--- config.mk ---
export PLATFORM = sky130hd
export DESIGN_NAME = pipe_stage_reg
export DESIGN_NICKNAME = d
export VERILOG_FILES = /design/src/rtl/pipe_stage_reg.sv
export SDC_FILE = /design/constraint.sdc
export NUM_CORES = 1
export LEC_CHECK = 0
export CORE_MARGIN = 4
export CORE_UTILIZATION = 42
export DETAILED_ROUTE_END_ITERATION = 10
export PLACE_DENSITY_LB_ADDON = 0.1
export SYNTH_ARGS = -nofsm -noshare
export SYNTH_HDL_FRONTEND = slang
export SYNTH_SLANG_ARGS = --single-unit
export TNS_END_PERCENT = 10
--- constraint.sdc ---
create_clock -name clk -period 4.5 [get_ports clk]
set_input_delay 0.675 -clock clk [delete_from_list [all_inputs] [get_ports clk]]
set_output_delay 0.675 -clock clk [all_outputs]
set_load 0.01 [all_outputs]
--- src/rtl/pipe_stage_reg.sv ---
// Inter-stage pipeline register for the 5-stage MIPS core (ID/EX, EX/MEM, MEM/WB).
// Adds hold/bubble control, Tnew countdown, exception merge, EPC retention and a stall counter.
module pipe_stage_reg #(
  parameter int unsigned DATA_W = 32,
  parameter int unsigned CTRL_W = 8,
  parameter int unsigned WA_W   = 5,
  parameter int unsigned TNEW_W = 2,
  parameter int unsigned EXC_W  = 5,
  parameter int unsigned CNT_W  = 16
) (
  input  logic              clk,
  input  logic              reset,
  input  logic              stall_i,
  input  logic              flush_i,
  input  logic              keep_pc_i,
  input  logic              valid_i,
  input  logic [DATA_W-1:0] pc_i,
  input  logic [DATA_W-1:0] alu_i,
  input  logic [DATA_W-1:0] rd2_i,
  input  logic [CTRL_W-1:0] ctrl_i,
  input  logic              grf_we_i,
  input  logic [WA_W-1:0]   wa_i,
  input  logic [TNEW_W-1:0] tnew_i,
  input  logic [EXC_W-1:0]  exc_i,
  input  logic [EXC_W-1:0]  exc_local_i,
  input  logic              bd_i,
  output logic              valid_o,
  output logic [DATA_W-1:0] pc_o,
  output logic [DATA_W-1:0] pc8_o,
  output logic [DATA_W-1:0] alu_o,
  output logic [DATA_W-1:0] rd2_o,
  output logic [CTRL_W-1:0] ctrl_o,
  output logic              grf_we_o,
  output logic [WA_W-1:0]   wa_o,
  output logic [TNEW_W-1:0] tnew_o,
  output logic [EXC_W-1:0]  exc_o,
  output logic              bd_o,
  output logic              fwd_ready_o,
  output logic [CNT_W-1:0]  stall_cnt_o
);

  logic [TNEW_W-1:0] tnew_dec;
  logic [EXC_W-1:0]  exc_merged;

  // Tnew counts down toward zero and sticks there; the earlier-stage fault has priority.
  assign tnew_dec   = (tnew_i == '0) ? '0 : tnew_i - TNEW_W'(1);
  assign exc_merged = !valid_i ? '0 : ((exc_i != '0) ? exc_i : exc_local_i);

  // Priority: reset > flush > stall > advance.
  always_ff @(posedge clk) begin
    if (reset) begin
      valid_o     <= 1'b0;
      pc_o        <= '0;
      alu_o       <= '0;
      rd2_o       <= '0;
      ctrl_o      <= '0;
      grf_we_o    <= 1'b0;
      wa_o        <= '0;
      tnew_o      <= '0;
      exc_o       <= '0;
      bd_o        <= 1'b0;
      stall_cnt_o <= '0;
    end else if (flush_i) begin
      valid_o  <= 1'b0;
      alu_o    <= '0;
      rd2_o    <= '0;
      ctrl_o   <= '0;
      grf_we_o <= 1'b0;
      wa_o     <= '0;
      tnew_o   <= '0;
      exc_o    <= '0;
      // Bubble may keep the flushed PC/delay-slot flag so EPC stays recoverable.
      pc_o     <= keep_pc_i ? pc_i : '0;
      bd_o     <= keep_pc_i & bd_i;
    end else if (stall_i) begin
      if (stall_cnt_o != {CNT_W{1'b1}}) begin
        stall_cnt_o <= stall_cnt_o + CNT_W'(1);
      end
    end else begin
      valid_o  <= valid_i;
      pc_o     <= pc_i;
      alu_o    <= alu_i;
      rd2_o    <= rd2_i;
      ctrl_o   <= ctrl_i;
      bd_o     <= bd_i;
      grf_we_o <= grf_we_i & valid_i;
      wa_o     <= valid_i ? wa_i : '0;
      tnew_o   <= tnew_dec;
      exc_o    <= exc_merged;
    end
  end

  assign pc8_o       = pc_o + DATA_W'(8);
  assign fwd_ready_o = valid_o & grf_we_o & (wa_o != '0) & (tnew_o == '0);

endmodule
==> results_dict.tcl <==
set metrics [dict create \
    die_x_um 123 \
    wl_per_cell_um 16.8 \
    netlist_area_mm2 0.00556 \
    postSynth.asyncResetShare_pct 0 \
    yosys.area.top_type "dfxtp_1" \
    initial_core_util_pct 43.5 \
    hold_buffers 0 \
    rows 41 \
    io_pins 297 \
    cts_tree "yes" \
    final_area_mm2 0.00916 \
    cts_num_sinks 135 \
    finalSetupTns_ns 0 \
    p_clk_share_pct 43.1 \
    slew-limit-headroom_pct 33.0 \
    port_buffers 296 \
    synth_commonest_cells "dfxtp_1 (135), nor2_1 (93), nand2_1 (87)" \
    ys.flop_type "dfxtp_1" \
    drive_gt1_share_pct 4.66 \
    ys_ff_latch 135 \
    synth.top_cell.area_share_pct 48.6 \
    grt_start_max_net_pins 64 \
    firstDrtPassIters 4 \
    min_period_ns 3.40 \
    rsz0062_at_grt "false" \
    regArea_mm2 0.00270 \
    p_sw_share_pct 23.6 \
    criticalPathCategory "flop to output port" \
    fp.dieH_um 123 \
    routed_via_density 5.09 \
    fillers 961 \
    crit_fanout 7 \
    yosysMostFrequentCell "dfxtp_1" \
    synth_area_per_cell_um2 8.84 \
    power.internal_uw 2260 \
    cts_setup_buffers 0 \
    hpwl_um 14000 \
    yosys_warnings 0 \
    finalSetupViolCount 0 \
    routed_wl_um 18300 \
    antenna_left 0 \
    synth_cell_type_count 36 \
    crit_required_ns 3.83 \
    p_sw_uw 696 \
    synth_edf_count 0 \
    syn_nets 761 \
    n_antenna_cell 0 \
    cp-start-kind "flop" \
    cp-end-kind "output port" \
    clk_pin_slew_ns 0.05 \
    final_nets 1043 \
    synth_cells 629 \
    gp_congestion 0.801 \
    hp-class "flop to flop" \
    grt.total_usage_pct 23.6 \
    p_per_area_mw_per_mm2 323 \
    min_period_over_period_pct 75.5 \
    drc 0 \
    overflow 0 \
    power_leakage_uw 0.00355 \
    grt_pass1_wl_um 27700 \
    cts_buffers 17 \
    cp.arrival_ns 2.72 \
    seqPwrFrac_pct 43.2 \
    fin_skew_ns 0.00446 \
    status "finished, final reports clean" \
    tightestPinTransition_ns 1.00 \
    seq_area_frac_synth_pct 48.6 \
    clock_latency_ns 0.41 \
    p_comb_share_pct 13.8 \
    area_delta_synth_final_pct 64.7 \
    antenna_found_initial 0 \
    placed_area_mm2 0.00862 \
    multi_input_area_mm2 0.00268 \
    cts_resized 0 \
    drtIter0Drc 238 \
    maxCapViolations 0 \
    coreArea_mm2 0.0128 \
    root_buffer "clkbuf_16" \
    first_global_vias 5630 \
    h-tree-depth 4 \
    fmax_mhz 294 \
    final_hold_viol_count 0 \
    finalMaxSlewViolations 0 \
    vias 5577 \
    ir_worst_vdd_uv 235 \
    ys_top_cells_by_area "dfxtp_1 (49%), mux2i_1 (13%), nor2_1 (6.3%), nand2_1 (5.9%), a21oi_1 (4.9%)" \
    die_area_mm2 0.0151 \
    clockBufferDepth 2 \
]
-- final cells by class --
| cell class | count | area share, % |
|---|---|---|
| Inverter | 4 | 0.164 |
| Multi-Input combinational cell | 451 | 29.3 |
| Tap cell | 172 | 2.35 |
| Timing Repair Buffer | 302 | 32.8 |
| Clock buffer | 20 | 4.98 |
| Sequential cell | 135 | 29.5 |
| Clock inverter | 11 | 0.901 |
-- per-stage QoR --
stage / cells / util (%) / hold slack, ns / total power, µW / setup slack, ns
floorplan: 629 / - / 0.476 / 1450 / 2.25
global placement: 1064 / 67.5 / 0.444 / 1700 / 1.62
detailed placement: 1064 / 67.5 / 0.457 / 1710 / 1.55
CTS: 1095 / 71.7 / 0.465 / 2980 / 1.09
global route: 1095 / 71.7 / 0.495 / 3070 / 0.927
finish: 1095 / 71.7 / 0.462 / 2960 / 1.10
-- path summary, 6_finish.rpt --
check | startpoint | end | slack, ns | cells past startpoint
setup / recovery | pc_o[6] | pc8_o[16] | 1.10 | 5
hold / removal | bd_o | bd_o | 0.46 | 2
setup reg to reg | stall_cnt_o[0] | stall_cnt_o[8] | 2.55 | 5
hold reg to reg | bd_o | bd_o | 0.46 | 2
-- routing by layer --
metal	vias to the layer above	track usage [%]	wire length, µm
li1	2718	-	-
met1	2602	23.4	6440
met2	227	42.9	9470
met3	30	11.4	1980
met4	0	8.17	462
met5	-	0	0
-- cells in the final DEF (no fill, tap or decap), types with 2 or more instances in the layout --
cell type	n
clkbuf_16	17
mux2i_1	72
nor2_1	93
nand4_1	17
nand3_1	13
clkbuf_8	2
nor3_1	5
o31ai_1	4
clkinv_2	9
o21ai_0	16
clkdlybuf4s50_1	295
and3_1	10
inv_1	4
or4_1	3
nand2_1	87
mux2_2	2
and2_1	2
nor4_1	3
ha_1	3
nand3b_1	2
xor2_1	6
buf_4	7
a21oi_1	54
a22oi_1	6
and4_1	6
nand2b_1	2
dfxtp_1	135
or3_1	13
nor2b_1	3
xnor2_1	21
-- registers in the layout (all words and copies together) (netlist names) --
register     flops
alu_o           32
pc_o            32
rd2_o           32
stall_cnt_o     16
ctrl_o           8
exc_o            5
wa_o             5
tnew_o           2
bd_o             1
grf_we_o         1
valid_o          1
-- logic make-up after synthesis --
family	synth area share, %
XOR/XNOR	4.25
flip-flops	48.6
AO/OA/AOI/OAI	7.92
adder cells (fa/ha/maj)	0.675
multiplexers	13.4
AND/OR/NAND/NOR	22.0
buffers and inverters	3.19
-- power by group through the flow --
stage	sequential (µW)	clock, µW	combinational (µW)
after floorplan	1310	0	137
after global routing	1280	1350	438
after detailed placement	1300	0	409
final	1280	1270	407
after CTS	1280	1290	411
after global placement	1300	0	403
-- worst max-delay path, cell delays in order, from the launching register on --
cell and delay, ns:
dfxtp_1 0.46, nand4_1 0.21, nor3_1 0.65, and4_1 0.29, xor2_1 0.15, clkdlybuf4s50_1 0.55
No activity file was read; power rests on OpenSTA's default activity.
==> RTL change 1 (same flow settings) <==
`DATA_W`: 32 -> 48.
--- a/src/rtl/pipe_stage_reg.sv
+++ b/src/rtl/pipe_stage_reg.sv
@@ -2,5 +2,5 @@
 // Adds hold/bubble control, Tnew countdown, exception merge, EPC retention and a stall counter.
 module pipe_stage_reg #(
-  parameter int unsigned DATA_W = 32,
+  parameter int unsigned DATA_W = 48,
   parameter int unsigned CTRL_W = 8,
   parameter int unsigned WA_W   = 5,
Ports: changed (7 resized); port bits go from 297 to 409. No check against the original RTL was run, so the function may have changed too.
==> RTL change 1 against the original RTL <==
  * Cell area up 37%
  * Routed wire length increased by 53%
  * Sequential cell count grew 48
  * Register-to-register slack improved by 0.08 ns
  * Die area increased by 36%
  * Power grew 30%
  * Worst setup slack worse by 0.53 ns
  * Synthesized area is 39% higher
  * Largest power group unchanged
==> RTL change 1: results <==
{
  "seq_share_pct": 29.20,
  "drive_gt1_share_pct": 4.928,
  "n_all_inverters": 8,
  "finalWirelength_microns": 28120,
  "fin_hold_ws_ns": 0.4552,
  "viasPerCell": 5.078,
  "grt_use_total_pct": 25.93,
  "relSlewSlack_pct": 29.44,
  "drtIter0Drc": 327,
  "signal_buffers": 414,
  "slowest_delay_ns": 0.91,
  "synth_nets": 1049,
  "largestRegisters": "alu_o x48, pc_o x48, rd2_o x48",
  "gp_congestion": 0.8822,
  "fin_nets": 1424,
  "status": "finished, final reports clean",
  "hold_end": "exc_o[4]",
  "synthTopCellsByCount": "dfxtp_1 (183), nand2_1 (134), nor2_1 (130)",
  "worstReg2RegEnd": "stall_cnt_o[5]",
  "hold_start": "exc_o[4]",
  "internal-power_w": 0.002898,
  "hpwlAfterDp_microns": 21370,
  "leakage_nw": 4.983,
  "clk_share_pct": 4.817,
  "critPathArrivalTime_ns": 3.25,
  "ys_seq_area_share_pct": 47.37,
  "synth.area.top_cells": "dfxtp_1 (47%), mux2i_1 (14%), nand2_1 (6.5%), nor2_1 (6.3%), a21oi_1 (4.3%)",
  "pwr.group.sequential_w": 0.00173,
  "fill_cells": 1493,
  "ys_types": 42,
  "r2r_setup_slack_ns": 2.63,
  "cts_setup_buffers": 0,
  "final-nonclk-buf-share_pct": 33.02,
  "grt_pass1_vias": 7301,
  "multiInputGateArea_sq_um": 3815,
  "slowest_stage": "or4_1",
  "comb_power_share_pct": 15.2,
  "grt_antenna_before_repair": 1,
  "clock-sinks": 183,
  "setup_violations": 0,
  "crit_path_end": "pc8_o[47]"
}
==> RTL change 1: cell types whose count changed in the layout (fill, tap and decap cells not counted), moves of 7 or more <==
cell             delta
a21oi_1            +13
and4_1              +7
clkdlybuf4s50_1   +112
clkinv_2            -7
dfxtp_1            +48
mux2i_1            +33
nand2_1            +46
nor2_1             +37
nor4_1              +8
o21ai_0             -9
or3_1              -10
xnor2_1            -11
xor2_1             +27
==> RTL change 1: metrics by stage <==
stage               instances  cell area, sq um  setup slack, ns  total power (W)
finish                   1489             12550           0.5701         0.003855
global route             1488             12540           0.3874         0.003992
CTS                      1487             12540           0.5507         0.003879
detailed placement       1455             11940            1.010         0.002357
global placement         1455             11940            1.088         0.002351
floorplan                 870              7734            1.917         0.001981
==> RTL change 1: cell families (layout without fill, tap and decap cells) <==
| group | count (synthesis) | in the layout | share of synthesized area, % |
|---|---|---|---|
| and+or+nand+nor | 375 | 375 | 23.01 |
| muxes | 110 | 110 | 14.32 |
| buffers and inverters | 66 | 454 | 3.640 |
| other | 0 | 2 | 0 |
| AOI/OAI and AO/OA | 91 | 91 | 6.471 |
| adders and majority gates | 2 | 2 | 0.3235 |
| xor gates and xnor gates | 43 | 43 | 4.870 |
| DFF | 183 | 183 | 47.37 |
==> RTL change 1: worst max-delay path: cells and delay by family, from the launching register on <==
family,cells,cell delay [ns]
buffers and inverters,1,0.56
xor gates and xnor gates,1,0.18
DFF,1,0.47
and+or+nand+nor,3,1.62
==> RTL change 1: routing by layer <==
layer  routed length [microns]  track usage [%]
met2                     14100            45.34
met3                      2571            9.351
met1                     10560            28.74
met4                       893            10.16
met5                         0                0
==> RTL change 2 (config.mk and constraints unchanged) <==
Without the edit above. Reset style: asynchronous (`reset`), changed in one clocked block.
--- a/src/rtl/pipe_stage_reg.sv
+++ b/src/rtl/pipe_stage_reg.sv
@@ -48,5 +48,5 @@
 
   // Priority: reset > flush > stall > advance.
-  always_ff @(posedge clk) begin
+  always_ff @(posedge clk or posedge reset) begin
     if (reset) begin
       valid_o     <= 1'b0;
Check against the original RTL: differs if reset is asserted again (counterexample within 4 cycles, from zero or initial values and one cycle with reset high); with reset held inactive, the same outputs for 4 cycles.
==> RTL change 2 against the original RTL <==
  * Die area increased by 9.9%
  * Hold slack improved by 0.032 ns
  * Clock power increased by 13%
  * Worst setup slack improved by 0.053 ns
  * Synthesized area increased by 11%
  * Sequential cell count unchanged
  * Power increased by 20%
  * Non-clock buffer count unchanged
  * Routed wire length increased by 6.8%
  * First-iteration DRC count increased by 36%
  * Synthesized cell count decreased by 6.4%
  * Cell area increased by 7.4%
  * Register-to-register slack improved by 0.08 ns
  * Critical path type unchanged
  * Critical endpoint is now pc8_o[29]
  * Largest cell class is now flip-flops and latches
==> RTL change 2: results <==
{
  "leakage_nw": 4.359,
  "r2r_setup_slack_ns": 2.63,
  "fin_hold_ws_ns": 0.4937,
  "vdd_drop_max_uv": 268.4,
  "r2r-start": "stall_cnt_o[1]",
  "critPathArrivalTime_ns": 2.67,
  "hpwlAfterDp_microns": 14810,
  "synth_area_per_cell_sq_um": 10.45,
  "gp_congestion": 0.9224,
  "slowest_stage": "clkdlybuf4s50_1",
  "drive_gt1_share_pct": 5.518,
  "ys_types": 41,
  "largestRegisters": "alu_o x32, pc_o x32, rd2_o x32",
  "grt_pass1_vias": 5738,
  "fill_cells": 1050,
  "grt_use_total_pct": 23.94,
  "stdcell_count": 1068,
  "crit_path_end": "pc8_o[29]",
  "relSlewSlack_pct": 14.83,
  "worstReg2RegEnd": "stall_cnt_o[1]",
  "slowest_delay_ns": 0.58,
  "finalWirelength_microns": 19590,
  "viasPerCell": 5.122,
  "synthTopCellsByCount": "dfrtp_1 (135), nand2_1 (86), nor2_1 (83)",
  "status": "finished, final reports clean",
  "yosys_warnings": 0,
  "grt_max_degree": 79,
  "cp_max_fo": 8,
  "cap_viol_max_count": 0,
  "grt_pass1_wl_microns": 30740,
  "ys.flop_type": "dfrtp_1",
  "synth.area.top_cells": "dfrtp_1 (55%), mux2i_1 (12%), nand2_1 (5.2%), nor2_1 (5.1%), xnor2_1 (4.6%)",
  "async_flop_share_pct": 100.0,
  "internal-power_w": 0.002654,
  "finClkSkew_ns": 0.003439,
  "grt_util_met3_pct": 9.687,
  "dp_cells": 1036,
  "drtIter0Drc": 323,
  "synth_nets": 721,
  "met2_usage_pct": 40.46,
  "hold_path.class": "reg2reg",
  "ys_seq_area_share_pct": 54.90,
  "cp-startpoint": "pc_o[3]",
  "groute.layer.met1.usage_pct": 27.31
}
[RTL change 2: changes by cell type after synthesis, sizes merged, moves of 6 or more]
cell | before | now
o21ai | 16 | 5
nor2 | 93 | 83
a22o | 0 | 6
a21oi | 54 | 40
a22oi | 6 | 0
or3 | 13 | 0
clkbuf | 26 | 12
dfrtp | 0 | 135
nand3 | 13 | 22
dfxtp | 135 | 0
xnor2 | 21 | 32
buf | 13 | 23
[RTL change 2: area by class of cell]
cell class | count | area, sq um | share of cell area (%)
clock buffers | 24 | 501.7 | 5.100
clock inverters | 8 | 117.6 | 1.196
inverters | 4 | 20.02 | 0.2035
multi-input cells | 415 | 2594 | 26.37
flip-flops and latches | 135 | 3378 | 34.34
well taps | 180 | 225.2 | 2.289
repair buffers | 302 | 3000 | 30.50
[RTL change 2: worst reg2reg max path, cell delays in order (launching register included)]
cell and delay (ns):
dfrtp_1 0.42, ha_1 0.30, nand3_1 0.13, or4_4 0.45, nand2_1 0.13, mux2_1 0.33
[RTL change 2: routing by layer]
metal	share of wire [%]	up-vias
li1	-	2573
met2	49	260
met4	2.7	0
met3	11	35
met5	0	-
met1	37	2602
[RTL change 2: cell families after synthesis]
logic type                 Yosys count  share of synthesized area [%]
and+or+nand+nor                    244                          18.73
DFF                                135                          54.90
muxes                               74                          12.08
AOI/OAI and AO/OA                   56                          5.165
buffers and inverters               39                          3.111
xor gates and xnor gates            38                          5.409
adders and majority gates            3                         0.6101
[RTL change 2: metrics by stage]
stage                     total power [W]  worst slack [ns]  instance area, sq um
after CTS                        0.003580             1.091                  9837
after detailed placement         0.002142             1.535                  9218
after floorplan                  0.001702            0.2139                  6153
after global routing             0.003704            0.9568                  9837
final                            0.003545             1.157                  9837
after global placement           0.002127             1.565                  9218
[RTL change 2: power groups by stage]
| stage | combinational [W] | sequential, W | clock [W] |
|---|---|---|---|
| after floorplan | 0.000240 | 0.00146 | 0 |
| after global placement | 0.000692 | 0.00144 | 0 |
| after detailed placement | 0.000700 | 0.00144 | 0 |
| after CTS | 0.000705 | 0.00142 | 0.00145 |
| after global routing | 0.000751 | 0.00144 | 0.00151 |
| final | 0.000695 | 0.00142 | 0.00143 |
[RTL change 2: worst min path at each step]
stage | to | cells after the start | slack, ns | startpoint
after CTS | exc_o[4] | 2 | 0.49 | exc_o[4]
final | exc_o[4] | 2 | 0.49 | exc_o[4]
after floorplan | exc_o[0] | 2 | 0.52 | exc_o[0]
after global placement | exc_o[1] | 2 | 0.47 | exc_o[1]
after global routing | exc_o[0] | 2 | 0.53 | exc_o[0]
after detailed placement | exc_o[2] | 2 | 0.47 | exc_o[2]
